## config.mk

```make
export PLATFORM = sky130hd
export DESIGN_NAME = protected_reg_arbiter
export DESIGN_NICKNAME = d
export VERILOG_FILES = /design/src/rtl/protected_reg_arbiter.sv
export SDC_FILE = /design/constraint.sdc
export NUM_CORES = 1
export LEC_CHECK = 0
export BUFFER_PORTS_ARGS = -buffer_cell sky130_fd_sc_hd__buf_4
export CORE_MARGIN = 4
export CORE_UTILIZATION = 30
export CTS_CLUSTER_SIZE = 14
export DETAILED_ROUTE_END_ITERATION = 6
export SYNTH_ARGS = -nofsm -noshare
export SYNTH_HDL_FRONTEND = slang
export SYNTH_SLANG_ARGS = --single-unit
```

## constraint.sdc

```tcl
create_clock -name clk -period 2.2 [get_ports clk]
set_input_delay 0 -clock clk [delete_from_list [all_inputs] [get_ports clk]]
set_output_delay 0 -clock clk [all_outputs]
set_load 0.03 [all_outputs]
```

## src/rtl/protected_reg_arbiter.sv

```systemverilog
// rtl/protected_reg_arbiter.sv - round-robin, ID-checked write controller for a protected register (optional macro PROT_ARB_VIOL_COUNT_EN)
module protected_reg_arbiter #(
   parameter int                NUM_REQ       = 4,
   parameter int                DATA_W        = 8,
   parameter int                ID_W          = 3,
   parameter logic [ID_W-1:0]   RESET_AUTH_ID = 3'h4
) (
   input  logic                      clk,
   input  logic                      rst,
   input  logic [NUM_REQ-1:0]        req,
   input  logic [NUM_REQ*ID_W-1:0]   req_id,
   input  logic [NUM_REQ*DATA_W-1:0] req_data,
   output logic [NUM_REQ-1:0]        ack,
   output logic [NUM_REQ-1:0]        err,
   input  logic                      cfg_we,
   input  logic [ID_W-1:0]           cfg_id,
   input  logic                      cfg_lock,
   output logic                      cfg_locked,
   output logic                      cfg_err,
   output logic [DATA_W-1:0]         data_out,
   output logic [7:0]                viol_count
);

   localparam int PTR_W = (NUM_REQ > 1) ? $clog2(NUM_REQ) : 1;

   typedef enum logic [1:0] {IDLE, CHECK, RESP} state_t;

   state_t             state, next_state;
   logic [PTR_W-1:0]   ptr;
   logic [PTR_W-1:0]   win;
   logic               found;
   logic [PTR_W-1:0]   sel;
   logic [ID_W-1:0]    lat_id;
   logic [DATA_W-1:0]  lat_data;
   logic [ID_W-1:0]    auth_id;
   logic               id_match;

   // Winner search: first set req bit at or above ptr, wrapping at NUM_REQ
   always_comb begin
      found = 1'b0;
      win   = '0;
      for (int k = 0; k < NUM_REQ; k++) begin
         if (!found && req[(int'(ptr) + k) % NUM_REQ]) begin
            found = 1'b1;
            win   = PTR_W'((int'(ptr) + k) % NUM_REQ);
         end
      end
   end

   assign id_match = (lat_id == auth_id);

   // State register
   always_ff @(posedge clk or posedge rst) begin
      if (rst) state <= IDLE;
      else     state <= next_state;
   end

   // Next-state: a grant always takes IDLE -> CHECK -> RESP -> IDLE
   always_comb begin
      next_state = state;
      case (state)
         IDLE:    if (found) next_state = CHECK;
         CHECK:   next_state = RESP;
         RESP:    next_state = IDLE;
         default: next_state = IDLE;
      endcase
   end

   // Grant latching, protected write and single-cycle ack/err pulses
   always_ff @(posedge clk or posedge rst) begin
      if (rst) begin
         ptr      <= '0;
         sel      <= '0;
         lat_id   <= '0;
         lat_data <= '0;
         data_out <= '0;
         ack      <= '0;
         err      <= '0;
      end else begin
         ack <= '0;
         err <= '0;
         if (state == IDLE && found) begin
            sel      <= win;
            lat_id   <= req_id[int'(win)*ID_W +: ID_W];
            lat_data <= req_data[int'(win)*DATA_W +: DATA_W];
            ptr      <= (win == PTR_W'(NUM_REQ - 1)) ? '0 : win + 1'b1;
         end
         if (state == CHECK) begin
            if (id_match) begin
               data_out <= lat_data;
               ack[sel] <= 1'b1;
            end else begin
               err[sel] <= 1'b1;
            end
         end
      end
   end

   // Config: auth_id writable until the sticky lock is set; auth_id is
   // sampled by CHECK before any same-edge update lands
   always_ff @(posedge clk or posedge rst) begin
      if (rst) begin
         auth_id    <= RESET_AUTH_ID;
         cfg_locked <= 1'b0;
         cfg_err    <= 1'b0;
      end else begin
         cfg_err <= cfg_we & cfg_locked;
         if (cfg_we && !cfg_locked) auth_id <= cfg_id;
         if (cfg_lock) cfg_locked <= 1'b1;
      end
   end

`ifdef PROT_ARB_VIOL_COUNT_EN
   // Saturating count of denied writes
   always_ff @(posedge clk or posedge rst) begin
      if (rst) viol_count <= 8'd0;
      else if (state == CHECK && !id_match && viol_count != 8'hFF)
         viol_count <= viol_count + 8'd1;
   end
`else
   assign viol_count = 8'd0;
`endif

endmodule

```

== Word-level counts from Yosys, hierarchy flattened ==
Cells that the tools add are included.
Storage, ports and cells
  logic and storage cells: 75
  input bits: 55
  register bits: 38
Cells by class
  multiplexer cells: 28
  equality and inequality tests: 4
  bitwise gates (word level): 4
  shifts and indexed selects: 2
  reductions and logical operators: 15
  add/subtract/negate cells: 4
  order comparisons: 6
  multipliers: 1
Operator list (count)
  indexed part select 32 x 6 -> 8 bit: 1
  2-to-1 mux 4 bit: 4
  less-than comparator 3 x 4 -> 1 bit (second input constant): 3
  2-to-1 mux 1 bit: 12
  2-to-1 mux 2 bit: 6
  indexed part select 12 x 5 -> 3 bit: 1
  binary-select mux 1 bit (select 2 bit): 4
  logical AND 1 bit: 6
  less-than comparator 2 x 3 -> 1 bit (second input constant): 2
  OR reduction 2 bit: 3
  adder 2 x 1 -> 2 bit (second input constant): 2
  adder 2 bit (second input constant): 2
  logical NOT 1 bit: 4
  multiplier 2 x 2 -> 4 bit (second input constant): 1
  case mux 2 bit (2 select lines): 1
  bitwise AND 1 bit (first input constant): 3
  == test 3 bit: 1
  demux 1 bit (select 2 bit): 1
  == test 2 x 1 -> 1 bit (second input constant): 1
  == test 2 bit (second input constant): 1
  greater-or-equal comparator 2 x 1 -> 1 bit (second input constant): 1
  logical NOT 2 bit: 1
  inequality test 2 bit (second input constant): 1
  AND reduction 2 bit: 1
  bitwise AND 1 bit: 1

== Logic depth before layout (Yosys ltp) ==
  word-level depth: 16
  mapped depth: 7
  mapped depth without buffers: 5

== Least setup slack after synthesis ==
No wires, ideal clock.
  path kind: register to register
  from: reg ptr[0]
  to: reg lat_data[0]
  path buffers: 1
  setup slack: 645 ps
  clock period less this slack: 1555 ps
  data arrival time: 1423 ps
  cell stages (with the launch flop): 7
  cell sequence: dfrtp_1 -> nor2b_1 -> a21oi_1 -> o221ai_2 -> buf_4 -> mux2i_1 -> o221ai_2
On the way
  cells in the longest elaborated chain, start to end: 13
Ends and longest elaborated chain
  start: declaration: line 29  | logic [PTR_W-1:0] ptr;
  start signal: assignment: line 86  | ptr <= (win == PTR_W'(NUM_REQ - 1)) ? '0 : win + 1'b1;
  adder 2 x 1 -> 2 bit or binary-select mux 1 bit (select 2 bit) (tied branches): line 43, 45
  binary-select mux 1 bit (select 2 bit) or 2-to-1 mux 1 bit (tied branches): line 43  | if (!found && req[(int'(ptr) + k) % NUM_REQ]) begin
  2-to-1 mux 1 bit (not written as such): line 43
  2-to-1 mux 1 bit (not written as such) or logical NOT 1 bit (tied branches): line 43
  logical AND 1 bit: line 43
  2-to-1 mux 1 bit: line 43
  logical NOT 1 bit: line 43
  logical AND 1 bit: line 43
  2-to-1 mux 1 bit: line 43
  logical NOT 1 bit: line 43
  logical AND 1 bit: line 43
  2-to-1 mux 2 bit or 2-to-1 mux 1 bit (tied branches): line 43
  indexed part select 32 x 6 -> 8 bit or logical AND 1 bit (tied branches): line 85, 82
  end signal: assignment: line 85  | lat_data <= req_data[int'(win)*DATA_W +: DATA_W];
  end: declaration: line 34  | logic [DATA_W-1:0] lat_data;
Several ways; a longest one is shown, not always the timed one. The select of a mux whose other input is x is not followed.
A chain may end at the register's enable or synchronous reset.

== Final worst setup path ==
  from: reg ptr[1]
  to: reg lat_id[1]
On the way
  cells in the longest elaborated chain, start to end: 14
Ends and longest elaborated chain
  adder 2 x 1 -> 2 bit or binary-select mux 1 bit (select 2 bit) (tied branches): line 43, 45
  binary-select mux 1 bit (select 2 bit) or 2-to-1 mux 1 bit (tied branches): line 43
  2-to-1 mux 1 bit (not written as such): line 43
  2-to-1 mux 1 bit (not written as such) or logical NOT 1 bit (tied branches): line 43
  logical AND 1 bit: line 43
  2-to-1 mux 1 bit: line 43
  logical NOT 1 bit: line 43
  logical AND 1 bit: line 43
  2-to-1 mux 1 bit: line 43
  logical NOT 1 bit: line 43
  logical AND 1 bit: line 43
  2-to-1 mux 2 bit: line 43
  multiplier 2 x 2 -> 4 bit: line 84  | lat_id <= req_id[int'(win)*ID_W +: ID_W];
  indexed part select 12 x 5 -> 3 bit: line 84
  end signal: assignment: line 84
  end: declaration: line 33  | logic [ID_W-1:0] lat_id;
Several ways; a longest one is shown, not always the timed one. The select of a mux whose other input is x is not followed.

==> results_dict.tcl <==
set metrics [dict create \
    grt_pass1_vias 1401 \
    gr-total-overflow 0 \
    ys_warn_count 0 \
    drv_cap 0 \
    synth_most_common_cell "dfrtp_1" \
    clock_sinks 38 \
    synth_enable_flop_cells 0 \
    syn_avg_cell_area_um2 11.74 \
    p_per_area_nw_per_um2 1222 \
    finalCritPeriodShare_pct 79.61 \
    fin_skew_ns 0.005710 \
    finalMaxSlewViolations 0 \
    die_h_um 87.12 \
    critical-path-max-stage-delay_ns 0.47 \
    avgViaCountPerCell 4.569 \
    gp_congestion 0.7436 \
    synth_top_area_share_pct 49.30 \
    io_buffers 72 \
    design_area_um2 2694 \
    final_cell_count_no_fill 320 \
    layout.nets 299 \
    netSwitchingPower_w 0.001209 \
    finalSetupViolCount 0 \
    drt_iter0_markers 47 \
    ir_drop_mv 0.5151 \
    ys.flop_type "dfrtp_1" \
    fin_crit_ns 1.751 \
    cts_buffer_depth 2 \
    synth_commonest_cells "dfrtp_1, mux2i_1, nand2_1" \
    p_clk_share_pct 21.4 \
    route.antenna.remaining_nets 0 \
    cts_htree_levels 2 \
    vias 1462 \
    postSynthCellCount 160 \
    dr.pass1.iters 4 \
    core_um2 5991 \
    leakage_nw 1.334 \
    drive_gt1_share_pct 45.31 \
    syn-cell-area_um2 1878 \
    swShare_pct 36.73 \
    syn_to_final_growth_pct 43.44 \
    placed_area_um2 2496 \
    grt_first_pass_wirelength_um 6713 \
    track_usage_pct 11.64 \
    yosysUniqueCellTypes 32 \
    fmax_mhz 570.9 \
    wl_per_cell_um 13.38 \
    cp.arrival_ns 1.91 \
    clock_latency_ns 0.29 \
    die_area_um2 7590 \
    cts_root_buf "clkbuf_8" \
    fin_tns_setup_ns 0 \
    crit_path_cell_trace "nand2_1 -> and3_1 -> o32ai_1 -> or2_4 -> o221ai_1" \
    die_w_um 87.12 \
    nFillCells 582 \
    worstPathMaxFanout 13 \
    seqPwrFrac_pct 33.7 \
    start_kind "flip-flop" \
    critPathCaptureType "flip-flop" \
    grt_max_degree 39 \
    path_class "flip-flop to flip-flop" \
    io_pins 81 \
    design_power_total_w 0.003292 \
    ys_ff_latch 38 \
    clk_pin_slew_ns 0.08 \
    yosys-top-cells-area "dfrtp_1, mux2i_1, o221ai_2, mux2_2, buf_4" \
    numCtsBuffers 5 \
    row_count 28 \
    cts_tree "built" \
    synth-async-reset-ratio_pct 100.0 \
    start_util_pct 31.35 \
    regArea_um2 952.2 \
    ys_seq_area_share_pct 50.70 \
    multi_input_area_um2 845.8 \
    placed_cells 306 \
    cp_slowest_cell "dfrtp_1" \
    antenna_cells 0 \
    finalWirelength_um 4281 \
    cp.required_ns 2.36 \
    combPwrFrac_pct 44.9 \
    rsz0062_at_grt "no" \
    min_path_type "input pin to flip-flop" \
    p_int_w 0.002083 \
    ctsResizeCount 0 \
    hold_viol 0 \
    dp_hpwl_um 3323 \
    drc 0 \
    antenna_found_initial 0 \
    yosys.area.top_type "dfrtp_1" \
    outcome "finished clean" \
]
cells by family (layout without fill, tap and decap cells):
group	count (synthesis)	count (layout)	share of synthesized area (%)
DFF	38	38	50.70
muxes	33	33	18.32
AOI/OAI and AO/OA	18	18	11.06
and+or+nand+nor	49	49	12.06
xor gates and xnor gates	3	3	1.399
buffers and inverters	18	96	6.262
other	1	8	0.1997
through the flow:
step	setup WS (ns)	hold slack, ns	util [%]
floorplan	0.6449	0.1093	-
global placement	0.5161	0.1540	41.67
detailed placement	0.4694	0.1528	41.67
CTS	0.4466	0.01966	44.97
global route	0.3492	0.03556	44.97
finish	0.4485	0.02506	44.97
power by group through the flow:
stage | Sequential, W | Combinational (W) | Clock [W]
final | 0.00111 | 0.00148 | 0.000706
after global routing | 0.00115 | 0.00162 | 0.000758
after CTS | 0.00111 | 0.00151 | 0.000725
after detailed placement | 0.00113 | 0.00149 | 0
after global placement | 0.00112 | 0.00148 | 0
after floorplan | 0.00127 | 0.000906 | 0
worst paths after layout:
check	from	end	slack (ns)	cells after the start
hold / removal	req_data[8]	lat_data[0]$_DFFE_PP0P_	0.03	3
setup reg to reg	ptr[1]$_DFFE_PP0P_	lat_id[1]$_DFFE_PP0P_	0.45	5
setup / recovery	ptr[1]$_DFFE_PP0P_	lat_id[1]$_DFFE_PP0P_	0.45	5
min in group asynchronous	rst	err[3]$_DFF_PP0_	0.37	4
max in group asynchronous	rst	auth_id[2]$_DFFE_PP1P_	1.46	4
hold reg to reg	state[1]$_DFFE_PP0P_	state[1]$_DFFE_PP0P_	0.45	1
worst max-delay path: cells and delay by family (launching register included):
family / cells / cell delay (ns)
simple gates: 3 / 0.59
compound gates: 2 / 0.56
flops: 1 / 0.47
area by class of cell:
type | count | share of cell area (%)
clock buffer | 5 | 2.555
sequential | 38 | 35.35
clock inverter | 3 | 2.555
inverter | 3 | 0.4180
multi-input combinational | 111 | 31.40
timing repair buffer | 85 | 24.25
tap | 75 | 3.484
placed cells by master (no fill, tap or decap), drive strengths merged, types with 3 or more instances in the layout:
cell type,count
buf,79
conb,8
nor2,9
xnor2,3
nor2b,5
clkbuf,5
mux2i,22
inv,3
dfrtp,37
mux2,11
nand2,22
dlygate4sd3,6
o221ai,12
per-layer routing:
layer	part of all wire (%)	GRT usage (%)
met4	1.4	3.766
met3	10	4.636
met5	0	0
met1	41	14.40
met2	47	18.56
sequential cells by signal, summed over array words and instances, names as in the netlist:
signal,cells
cfg_locked,1
ptr,2
state,2
cfg_err,1
auth_id,3
ack,4
sel,2
data_out,8
lat_data,8
lat_id,3
err,4
timing repair:
item                                    CTS  global route
hold buffers                              6             0
buffers inserted                          0             0
endpoints found under the hold margin    42             0
endpoints found under the setup margin    0             0
No activity file was read; power rests on OpenSTA's default activity.
